<file path="config.mk">
export PLATFORM = sky130hd
export DESIGN_NAME = escalonador_elevador
export DESIGN_NICKNAME = d
export VERILOG_FILES = /design/src/rtl/elevador_pkg.sv /design/src/rtl/temporizador_carga.sv /design/src/rtl/escalonador_elevador.sv
export SDC_FILE = /design/constraint.sdc
export NUM_CORES = 1
export LEC_CHECK = 0
export ABC_AREA = 0
export ABC_CLOCK_PERIOD_IN_PS = 3000
export CORE_UTILIZATION = 50
export CTS_CLUSTER_DIAMETER = 30
export DETAILED_ROUTE_END_ITERATION = 16
export GPL_ROUTABILITY_DRIVEN = 0
export GPL_TIMING_DRIVEN = 0
export PLACE_DENSITY_LB_ADDON = 0.2
export SETUP_SLACK_MARGIN = 0.15
export SYNTH_ARGS = -nofsm -noshare
export SYNTH_HDL_FRONTEND = slang
export SYNTH_HIERARCHICAL = 1
export SYNTH_SLANG_ARGS = --single-unit
</file>
<file path="constraint.sdc">
create_clock -name clock -period 3 [get_ports clock]
set_input_delay 0.6 -clock clock [delete_from_list [all_inputs] [get_ports clock]]
set_output_delay 0.6 -clock clock [all_outputs]
set_load 0.02 [all_outputs]
</file>
<file path="src/rtl/elevador_pkg.sv">
// Shared definitions for the elevator scheduler.
// - estado_t : scheduler state encoding (2 bits)
// - SOBE / DESCE : values of the direction output
// - N_ANDARES / ANDAR_W : floor count and floor index width
// - mascaraAcima / mascaraAbaixo : floor masks strictly above / below a floor
package elevador_pkg;

  localparam int N_ANDARES = 4;
  localparam int ANDAR_W   = 2;

  typedef enum logic [1:0] {
    OCIOSO   = 2'd0,
    VIAJANDO = 2'd1,
    CHEGADA  = 2'd2,
    PORTA    = 2'd3
  } estado_t;

  localparam logic SOBE  = 1'b1;
  localparam logic DESCE = 1'b0;

  function automatic logic [N_ANDARES-1:0] mascaraAcima(input logic [ANDAR_W-1:0] a);
    logic [N_ANDARES-1:0] m;
    m = '0;
    for (int i = 0; i < N_ANDARES; i++) begin
      if (i > int'(a)) m[i] = 1'b1;
    end
    return m;
  endfunction

  function automatic logic [N_ANDARES-1:0] mascaraAbaixo(input logic [ANDAR_W-1:0] a);
    logic [N_ANDARES-1:0] m;
    m = '0;
    for (int i = 0; i < N_ANDARES; i++) begin
      if (i < int'(a)) m[i] = 1'b1;
    end
    return m;
  endfunction

endpackage

</file>
<file path="src/rtl/temporizador_carga.sv">
// Loadable down-counter shared by travel pacing and the door timer.
// - clock, reset_n : clock and asynchronous active-low reset (count clears to 0)
// - load, valor    : load valor on the next edge (load wins over counting)
// - zero           : count is 0; the counter holds at 0 until reloaded
module temporizador_carga #(
  parameter int W = 3
) (
  input  logic         clock,
  input  logic         reset_n,
  input  logic         load,
  input  logic [W-1:0] valor,
  output logic         zero
);

  logic [W-1:0] contagem;

  always_ff @(posedge clock or negedge reset_n) begin
    if (!reset_n) begin
      contagem <= '0;
    end else if (load) begin
      contagem <= valor;
    end else if (contagem != '0) begin
      contagem <= contagem - 1'b1;
    end
  end

  assign zero = (contagem == '0);

endmodule

</file>
<file path="src/rtl/escalonador_elevador.sv">
// Elevator request scheduler with collective (SCAN) direction choice.
// - clock, reset_n          : clock, asynchronous active-low reset
// - pedido                  : call buttons (level, one per floor)
// - andar                   : mirror of the current floor
// - controleSubidaDescida   : travel direction, 1 = up, 0 = down
// - passo                   : one-cycle floor-step strobe for the floor datapath
// - movendo                 : high in VIAJANDO or CHEGADA
// - porta_aberta            : high in PORTA
// - pedidos                 : latched pending requests
// - estado                  : scheduler state, exposed for debug/checkers
module escalonador_elevador
  import elevador_pkg::*;
#(
  parameter int T_VIAGEM = 4,
  parameter int T_PORTA  = 6
) (
  input  logic                 clock,
  input  logic                 reset_n,
  input  logic [N_ANDARES-1:0] pedido,
  output logic [ANDAR_W-1:0]   andar,
  output logic                 controleSubidaDescida,
  output logic                 passo,
  output logic                 movendo,
  output logic                 porta_aberta,
  output logic [N_ANDARES-1:0] pedidos,
  output estado_t              estado
);

  localparam int T_MAX = (T_VIAGEM > T_PORTA) ? T_VIAGEM : T_PORTA;
  localparam int TW    = $clog2(T_MAX + 1);
  localparam logic [TW-1:0] CARGA_VIAGEM = TW'(T_VIAGEM - 1);
  localparam logic [TW-1:0] CARGA_PORTA  = TW'(T_PORTA - 1);

  logic                 timerZero;
  logic                 carregar;
  logic [TW-1:0]        valorCarga;
  estado_t              estadoProx;
  logic                 dirProx;
  logic [N_ANDARES-1:0] bitAndar;
  logic                 acima;
  logic                 abaixo;
  logic                 chamadaAqui;
  logic                 botaoAqui;
  logic                 aFrente;
  logic                 atras;

  temporizador_carga #(.W(TW)) u_temporizador (
    .clock   (clock),
    .reset_n (reset_n),
    .load    (carregar),
    .valor   (valorCarga),
    .zero    (timerZero)
  );

  assign bitAndar    = {{(N_ANDARES-1){1'b0}}, 1'b1} << andar;
  // acima/abaixo look only at latched requests, which is what keeps passo
  // from ever stepping past floor 0 or the top floor.
  assign acima       = |(pedidos & mascaraAcima(andar));
  assign abaixo      = |(pedidos & mascaraAbaixo(andar));
  assign botaoAqui   = |(pedido & bitAndar);
  assign chamadaAqui = |(pedidos & bitAndar) | botaoAqui;
  assign aFrente     = (controleSubidaDescida == SOBE) ? acima : abaixo;
  assign atras       = (controleSubidaDescida == SOBE) ? abaixo : acima;

  assign passo        = (estado == VIAJANDO) && timerZero;
  assign movendo      = (estado == VIAJANDO) || (estado == CHEGADA);
  assign porta_aberta = (estado == PORTA);

  always_comb begin
    estadoProx = estado;
    dirProx    = controleSubidaDescida;
    carregar   = 1'b0;
    valorCarga = CARGA_VIAGEM;
    case (estado)
      OCIOSO: begin
        if (chamadaAqui) begin
          estadoProx = PORTA;
          carregar   = 1'b1;
          valorCarga = CARGA_PORTA;
        end else if (acima || abaixo) begin
          estadoProx = VIAJANDO;
          carregar   = 1'b1;
          // keep going the same way while that side has work, else turn around
          dirProx    = aFrente ? controleSubidaDescida : ~controleSubidaDescida;
        end
      end
      VIAJANDO: begin
        if (timerZero) estadoProx = CHEGADA;
      end
      CHEGADA: begin
        if (chamadaAqui) begin
          estadoProx = PORTA;
          carregar   = 1'b1;
          valorCarga = CARGA_PORTA;
        end else if (aFrente) begin
          estadoProx = VIAJANDO;
          carregar   = 1'b1;
        end else begin
          // direction flips even when nothing is pending behind us
          dirProx = ~controleSubidaDescida;
          if (atras) begin
            estadoProx = VIAJANDO;
            carregar   = 1'b1;
          end else begin
            estadoProx = OCIOSO;
          end
        end
      end
      PORTA: begin
        if (botaoAqui) begin
          carregar   = 1'b1;
          valorCarga = CARGA_PORTA;
        end else if (timerZero) begin
          estadoProx = OCIOSO;
        end
      end
      default: estadoProx = OCIOSO;
    endcase
  end

  always_ff @(posedge clock or negedge reset_n) begin
    if (!reset_n) begin
      estado                <= OCIOSO;
      controleSubidaDescida <= SOBE;
      andar                 <= '0;
      pedidos               <= '0;
    end else begin
      estado                <= estadoProx;
      controleSubidaDescida <= dirProx;
      if (passo) begin
        andar <= (controleSubidaDescida == SOBE) ? andar + 1'b1 : andar - 1'b1;
      end
      // the floor being served is never latched while its door is open
      if (estado == PORTA) pedidos <= (pedidos | pedido) & ~bitAndar;
      else                 pedidos <= pedidos | pedido;
    end
  end

endmodule
</file>
Yosys cells after proc, flatten, opt, wreduce, memory -nomap -nowiden
Cells that the tools add are included.

Word-level logic and storage cells: 85. Input port bits: 6. Flip-flop bits (word level): 12. Output and inout port bits: 12.

Reduce and logical (&&, ||, !) cells: 15. Shift-type cells: 1. Bitwise operators: 9. Multiplexer cells: 36. Add/sub/neg operators: 3. Magnitude comparators: 6. Equality and inequality tests: 10.

Operator list (number): $mux 1 (20); $and 4x4->4 (4); $reduce_or 4->1 (4); $mux 2 (7); $mux 3 (4); $ne 2x2->1 const B (5); $pmux 2 s4 (1); $reduce_and 4->1 (2); $pmux 3 s2 (1); $and 4x3->4 (1); $eq 2x2->1 const B (2); $gt 2x2->1 const A (2); $lt 1x2->1 const A (2); $mux 4 (1); $not 4->4 (1); $or 4x4->4 (1); $reduce_bool 2->1 (2); $shl 1x2->4 const A (1); $logic_not 3->1 (1); $ne 3x3->1 const B (1); $pmux 1 s3 (1); $reduce_bool 3->1 (1); $sub 3x1->3 const B (1); $add 2x1->2 const B (1); other kinds (12) (13).

Logic depth before layout (Yosys ltp)
Gate-level depths: netlist of the first run.

Word-level depth: 10. Depth in mapped cells: 9. Depth with buffers taken out: 9.

Cells and area by module
The synthesis of the first run kept the hierarchy.

By module, submodules not included: escalonador_elevador (area an instance 685.7 um2, sequential area each 226.5 um2, times used 1, cells an instance 75); temporizador_carga (area an instance 200.2 um2, sequential area each 75.1 um2, times used 1, cells an instance 21).

Least setup slack after synthesis of the first run
Ideal clock, no wire load.

Kind: flip-flop to flip-flop. Start: reg andar[0]. End: reg u_temporizador.contagem[0]. Arrival time: 2.121 ns. Slack: 0.738 ns. Path buffers: 0. Clock period less this slack: 2.262 ns. Library setup time: 0.141 ns. Stages on the path, launching flop included: 10. Required time: 2.859 ns. Cells stage by stage: dfrtp_1 inv_1 ha_1 a22o_1 a221oi_4 nand3_2 nor3_1 nor2_1 nor4b_1 a221oi_1.

Longest elaborated chain between the ends: 10. Elaborated cells between the ends (all ways): 34. Classes of those cells: order compare: 6; shift: 1; mux: 16; bitwise: 5; reduce/logical: 6.

Ends and longest elaborated chain: from (decl) (line escalonador_elevador.sv:20) `output logic [ANDAR_W-1:0] andar,`; from (signal assigned) (line escalonador_elevador.sv:131) `andar <= (controleSubidaDescida == SOBE) ? andar + 1'b1 : andar - 1'b1;`; $gt 1x2->1, or another cell as far along (line elevador_pkg.sv:25) `if (i > int'(a)) m[i] = 1'b1;`; $mux 1 (on tied branches) (line elevador_pkg.sv:25, elevador_pkg.sv:34); $and 4x4->4 or $and 4x3->4 (tied branches) (line escalonador_elevador.sv:58, escalonador_elevador.sv:59); $reduce_or 4->1 (on tied branches) (line escalonador_elevador.sv:58, escalonador_elevador.sv:59); $mux 1 (line escalonador_elevador.sv:63) `assign atras = (controleSubidaDescida == SOBE) ? abaixo : acima;`; $mux 1 (line escalonador_elevador.sv:101) `if (atras) begin`; $mux 1 (line escalonador_elevador.sv:95) `end else if (aFrente) begin`; $mux 1 (line escalonador_elevador.sv:91) `if (chamadaAqui) begin`; $pmux 1 s3 (*) (line escalonador_elevador.sv:74) `case (estado)`; named net carregar (line escalonador_elevador.sv:35) `logic carregar;`; $mux 3 or $reduce_bool 2->1 (tied branches); to (signal assigned) (line temporizador_carga.sv:21) `contagem <= valor;`; to (signal assigned) (line temporizador_carga.sv:23) `contagem <= contagem - 1'b1;`; to (decl) (line temporizador_carga.sv:15) `logic [W-1:0] contagem;`.

Mark *: on every way through the listed nets, which the timed path passes. The rest lies on a longest branch. A chain may end at the register's enable or synchronous reset.

Worst setup path after layout of the first run
Start: reg u_temporizador.contagem[0]. End: out passo.

Longest elaborated chain between the ends: 2.

Ends and longest elaborated chain: $logic_not 3->1 (line temporizador_carga.sv:27) `assign zero = (contagem == '0);`; named net timerZero (line escalonador_elevador.sv:34) `logic timerZero;`; $logic_and 1x1->1 (line escalonador_elevador.sv:65) `assign passo = (estado == VIAJANDO) && timerZero;`; to (decl) (line escalonador_elevador.sv:22) `output logic passo,`.

The timed path passes the listed nets, and every way through them passes these cells.

==> results of run 1 <==
## where the power goes
| group | internal [uW] | total [uW] | switching [uW] |
|---|---|---|---|
| sequential | 239 | 325 | 85.5 |
| clock | 73.7 | 130 | 56.1 |
| combinational | 387 | 866 | 479 |
## layer usage
metal,up-vias,share of wire,global-route usage
met1,368,0.44,0.250
li1,380,-,-
met3,6,0.044,0.0367
met2,29,0.49,0.388
met4,0,0.027,0.121
met5,-,0,0
## area by class of cell
cell class	count	area, sq um	area share
multi-input combinational	71	536	0.481
sequential	12	302	0.271
timing repair buffer	17	170	0.153
inverter	13	48.8	0.0439
clock buffer	4	36.3	0.0326
tap	16	20.0	0.0180
## per-stage QoR
step / util / worst slack [ps]
final: 0.706 / 487
after global routing: 0.706 / 325
after CTS: 0.706 / 467
after detailed placement: 0.683 / 283
after global placement: 0.683 / 366
after floorplan: - / 738
## final timing paths
path / cells after the start / start / endpoint
min in group asynchronous: 1 / reset_n / pedidos[1]$_DFF_PN0_
hold reg to reg: 1 / andar[0]$_DFFE_PN0P_ / andar[0]$_DFFE_PN0P_
hold / removal: 1 / andar[0]$_DFFE_PN0P_ / andar[0]$_DFFE_PN0P_
max in group asynchronous: 1 / reset_n / controleSubidaDescida$_DFFE_PN1P_
setup reg to reg: 9 / andar[0]$_DFFE_PN0P_ / u_temporizador/contagem[1]$_DFFE_PN0P_
setup / recovery: 7 / u_temporizador/contagem[0]$_DFFE_PN0P_ / passo
## flip-flops by register name, summed over array words and instances, names as in the netlist
| register | flops |
|---|---|
| estado | 2 |
| pedidos | 4 |
| controleSubidaDescida | 1 |
| u_temporizador/contagem | 3 |
| andar | 2 |
## cells by family after synthesis
group,synth area share
fa+ha+maj,0.169
simple gates,0.171
compound gates,0.229
buf+inv,0.0551
xor+xnor,0.0198
mux,0.0113
flops,0.340
other cells,0.00423
## cell usage in the layout (no fill, tap or decap)
| master | instances |
|---|---|
| a31oi_1 | 1 |
| a221oi_4 | 1 |
| or3b_1 | 1 |
| a2bb2oi_1 | 1 |
| a221oi_1 | 1 |
| ha_1 | 12 |
| nand2_1 | 3 |
| clkbuf_8 | 1 |
| clkdlybuf4s50_1 | 17 |
| a22oi_1 | 3 |
| dfrtp_1 | 11 |
| mux2i_1 | 1 |
| and3_1 | 1 |
| nor3_1 | 2 |
| a221o_1 | 1 |
| xor2_1 | 1 |
| a311oi_1 | 1 |
| nand2b_1 | 3 |
| or4_1 | 1 |
| dfstp_2 | 1 |
| clkbuf_4 | 3 |
| o21ai_0 | 4 |
| nand3_2 | 1 |
| a21oi_1 | 9 |
| or2_2 | 1 |
| nor2_1 | 8 |
| nor4b_1 | 2 |
| inv_1 | 13 |
| a21o_1 | 1 |
| xnor2_1 | 1 |
| o31ai_1 | 3 |
| conb_1 | 1 |
| nor2b_1 | 4 |
| a22o_1 | 1 |
| o211ai_1 | 1 |
## critical path: stages, from the launching register on
cell             delay [ps]
dfrtp_1                 390
inv_1                    80
ha_1                    190
nand2b_1                110
inv_1                   100
nand2_1                 110
inv_1                    70
clkdlybuf4s50_1         590
==> impl_results.md, run 1 <==
- # hold bufs at CTS: 0
- Sequential area share after synthesis: 0.340
- Root Buffer: clkbuf_4
- Clock skew: 3.95 ps
- Arrival time worst endpoint: 1910 ps
- Mapped Cells: 96
- Synth warn: 6
- Initial Util: 0.562
- Register bit total from synthesis: 12
- Fmax: 398 MHz
- Final HPWL DP: 1380 um
- Top FF cell, synth: dfrtp_1
- NumNets Final: 136
- Finished Cell Area: 1110 sq um
- Area contributors post-synth: dfrtp_1 31%, ha_1 17%, inv_1 5.5%, a21oi_1 5.1%, nor2_1 3.4%
- Clock slew at reported path FFs: 80 ps
- Crit. End Element: output pin
- Post-synth EDFFs: 0
- Initial antenna violation count: 0
- ANT cells: 0
- Worst slew pin tran: 540 ps
- Syn_nets: 114
- Final setup vio count: 0
- Vias in the first global route: 742
- Status: finished, final reports clean
- DR pass1 iterations: 6
- Largest net degree at the start of global routing: 13
- Most frequent cell after synthesis: inv_1
- H-tree depth: 1
- Total of max-cap violations: 0
- Routed wire length: 1820 um
- DR DRC count: 0
- CTS Buffer Depth: 2
- CP startpoint kind: flop
- CP required: 2400 ps
- Post-synth cell types: 32
- Syn-to-layout area delta: 25.6%
- Die W: 44.1 um
- Setup CP Type: flop to output pin
- Total die area: 1940 sq um
- CP max FO: 4
- Cell Area, Synth: 886 sq um
- Final total power: 1320 uW
- Worst slew margin relative to its limit: 0.639
- Cts bufs inserted: 3
- Avg Vias per Cell: 5.89
- CTS resizes: 0
- Syn avg cell area: 9.23 sq um
- # clock sinks: 12
- Most frequent cells after synthesis: 13 x inv_1, 12 x ha_1, 11 x dfrtp_1, 9 x a21oi_1, 8 x nor2_1
- Post-route insts no fill: 133
- CTS tree: yes
- Final hold slack: 581 ps
- Die Span Y: 44.1 um
- Placed Area: 1080 sq um
- Dpl cells: 129
- Min-Delay Path Class: flop to flop
- Port bufs: 17
- Gr usage total: 0.220
- Final Hold Viols: 0
- RSZ-0062 raised after global routing: false
- Number of routed nets with antenna violations: 0
- Pleak: 0.000501 uW
- Worst VDD drop: 0.000650 V
- Pwr dens: 1190 nW/um^2
- Min Tclk post-route: 2510 ps
- Area share of the largest cell type after synthesis: 0.311
- Vias: 783
- Layout cells sized above 1: 0.0684
- Postcts setup bufs: 0
- Core Area: 1580 sq um
- Asr flop ratio synth: 1.00
- R2R Setup Slk: 510 ps
- Global-route wire length before repair: 3110 um
- Setup TNS: 0 ps
- GRT Residual Overflow: 0
- Max Transition Viols Final: 0
- Routed wire length per instance: 13.7 um
- Leading area contributor after synthesis: dfrtp_1
- IO Count: 18
- Clock insertion delay at the later pin of the skew report: 270 ps
- Post-route clock period utilization: 0.838
- Rows: 14
- Detailed Route Iter0 Violations: 27
- Layout fillers: 116
Note: power is estimated with default switching activity, not from simulation.
==> run 2, diff against run 1 <==
- ABC_CLOCK_PERIOD_IN_PS: 3000 -> 2000
- CORE_UTILIZATION: 50 -> 45
- clock period: 3 -> 2 ns (I/O delays scaled with it)
==> impl_results.md, run 2 (synthesis gave the netlist of run 1 again) <==
- Status: finished, violations left
- Failing checks: setup timing
- Total of max-cap violations: 0
- Number of routed nets with antenna violations: 0
- Routed wire length per instance: 16.0 um
- Met3 global-route usage: 0.0392
- Setup ws final: -140 ps
- Fmax: 467 MHz
- CP max FO: 7
- Max stage delay on crit path: 480 ps
- Port bufs: 17
- # clock sinks: 12
- Detailed Route Iter0 Violations: 20
- Total die area: 2150 sq um
- Final Hold Viols: 0
- Largest net degree at the start of global routing: 13
- Pleak: 0.000587 uW
- Post-route insts no fill: 154
- DR pass1 iterations: 4
- Top reg by flops: pedidos
- R2R Path Start: andar[1]$_DFFE_PN0P_
- Final setup vio count: 4
- Avg Vias per Cell: 5.48
- Setup CP Type: flop to flop
- Setup TNS: -276 ps
- Cts bufs inserted: 3
- R2R Setup Slk: -140 ps
- Dpl cells: 138
- Clock skew: 4.97 ps
- ANT cells: 0
- CTS tree: yes
- Largest registers: pedidos: 4 flops, u_temporizador/contagem: 3 flops
- # hold bufs at CTS: 0
- GR Util met1: 0.279
- DR DRC count: 0
- CP required: 2170 ps
- RSZ-0062 raised after global routing: true
- Clock insertion delay at the later pin of the skew report: 290 ps
- Worst VDD drop: 0.00107 V
- Grt peak-use layer: met2
- Clock slew at reported path FFs: 90 ps
- Gr usage total: 0.227
- Worst slew margin relative to its limit: 0.610
- Vias in the first global route: 752
- Die Span Y: 46.4 um
- Die W: 46.4 um
- Final hold slack: 469 ps
- Max Transition Viols Final: 0
- Crit path buf inv count: 1
- Instance count on the critical path: 9
- Pre-CTS WS: -402 ps
- CP startpoint kind: flop
- IO Count: 18
- Worst r2r dst: u_temporizador/contagem[0]$_DFFE_PN0P_
- Layout cells sized above 1: 0.326
- Arrival time worst endpoint: 2310 ps
- Commonest non-fill, non-tap cells in the layout: 12 x clkdlybuf4s50_1, 12 x buf_4, 10 x inv_1
- Worst slew pin tran: 583 ps
- Vias: 844
- H-tree depth: 1
- Min Tclk post-route: 2140 ps
- Rows: 15
- Pwr dens: 1880 nW/um^2
- Family with the most delay on the worst path: compound AO/OA/AOI/OAI gates
- GRT Residual Overflow: 0
- Root Buffer: clkbuf_4
- Post-route clock period utilization: 1.07
- Max reg flops: 4
- Met2 Use GR: 0.367
- Global-route wire length before repair: 3380 um
- Final HPWL DP: 1490 um
- Slowest stage cell on the critical path: dfrtp_2
- Crit. End Element: flop
- Reg2reg path depth: 9
- Initial antenna violation count: 0
- Critical path cell sequence: ha_4 > a22o_1 > a221oi_4 > buf_4 > nand2b_1 > a21o_1 > nor2_4 > nor4b_4 > a221oi_2
- NumNets Final: 148
- Routed wire length: 2460 um
- CTS Buffer Depth: 2
- Syn-to-layout area delta: 50.3%
- Min-Delay Path Class: input port to async pin
- Core Area: 1780 sq um
- Initial Util: 0.497
-- run 2: cell types whose count changed in the layout (fill, tap and decap cells not counted), sizes merged --
cell           previous run  this run
buf                       0        13
dlygate4sd2               0         3
clkdlybuf4s50            17        12
dlymetal6s2s              0         1
-- run 2: layout make-up --
| class | instances | area, sq um |
|---|---|---|
| Clock buffer | 4 | 36.3 |
| Fill cell | 121 | 452 |
| Inverter | 13 | 48.8 |
| Multi-Input combinational cell | 71 | 649 |
| Sequential cell | 12 | 305 |
| Tap cell | 25 | 31.3 |
| Timing Repair Buffer | 29 | 260 |
-- run 2: how the worst max path moves through the flow --
stage                          from                                      to  slack, ps
6_report       andar[1]$_DFFE_PN0P_  u_temporizador/contagem[0]$_DFFE_PN0P_       -140
3_5_place_dp              pedido[3]  u_temporizador/contagem[0]$_DFFE_PN0P_       -400
4_1_cts        andar[1]$_DFFE_PN0P_  u_temporizador/contagem[0]$_DFFE_PN0P_       -110
3_3_place_gp              pedido[3]  u_temporizador/contagem[1]$_DFFE_PN0P_       -350
5_1_grt        andar[1]$_DFFE_PN0P_  u_temporizador/contagem[0]$_DFFE_PN0P_       -180
2_1_floorplan  andar[1]$_DFFE_PN0P_  u_temporizador/contagem[1]$_DFFE_PN0P_        -40
-- run 2: worst register-to-register path: stages (launching register included) --
cell      delay, ps
dfrtp_2         480
ha_4            190
a22o_1          230
a221oi_4        220
buf_4           160
nand2b_1         90
a21o_1          180
nor2_4           90
nor4b_4         320
a221oi_2         60
-- run 2: what timing repair did --
action	4_1_cts	5_1_grt
resized for setup	20	8
cloned	0	0
setup buffers	5	7
pin swaps	8	4
endpoints found under the setup margin	9	9
-- run 2: layer usage --
layer  vias to the layer above  share of wire
met2                        22           0.53
met1                       407           0.42
met3                         6          0.030
li1                        409              -
met4                         0          0.020
met5                         -              0
-- run 2: stage by stage --
step,util,total power [uW],instance area [sq um]
2_1_floorplan,-,1440,936
3_3_place_gp,0.638,1820,1140
3_5_place_dp,0.638,1860,1140
4_1_cts,0.698,2210,1240
5_1_grt,0.747,2650,1330
6_report,0.747,2500,1330
-- run 2: report_power, final --
part	leakage [uW]	total [uW]	internal [uW]	switching, uW
clock network	0.0000210	213	111	103
registers	0.000128	528	364	164
logic	0.000437	1760	826	937
total	0.000587	2500	1300	1200
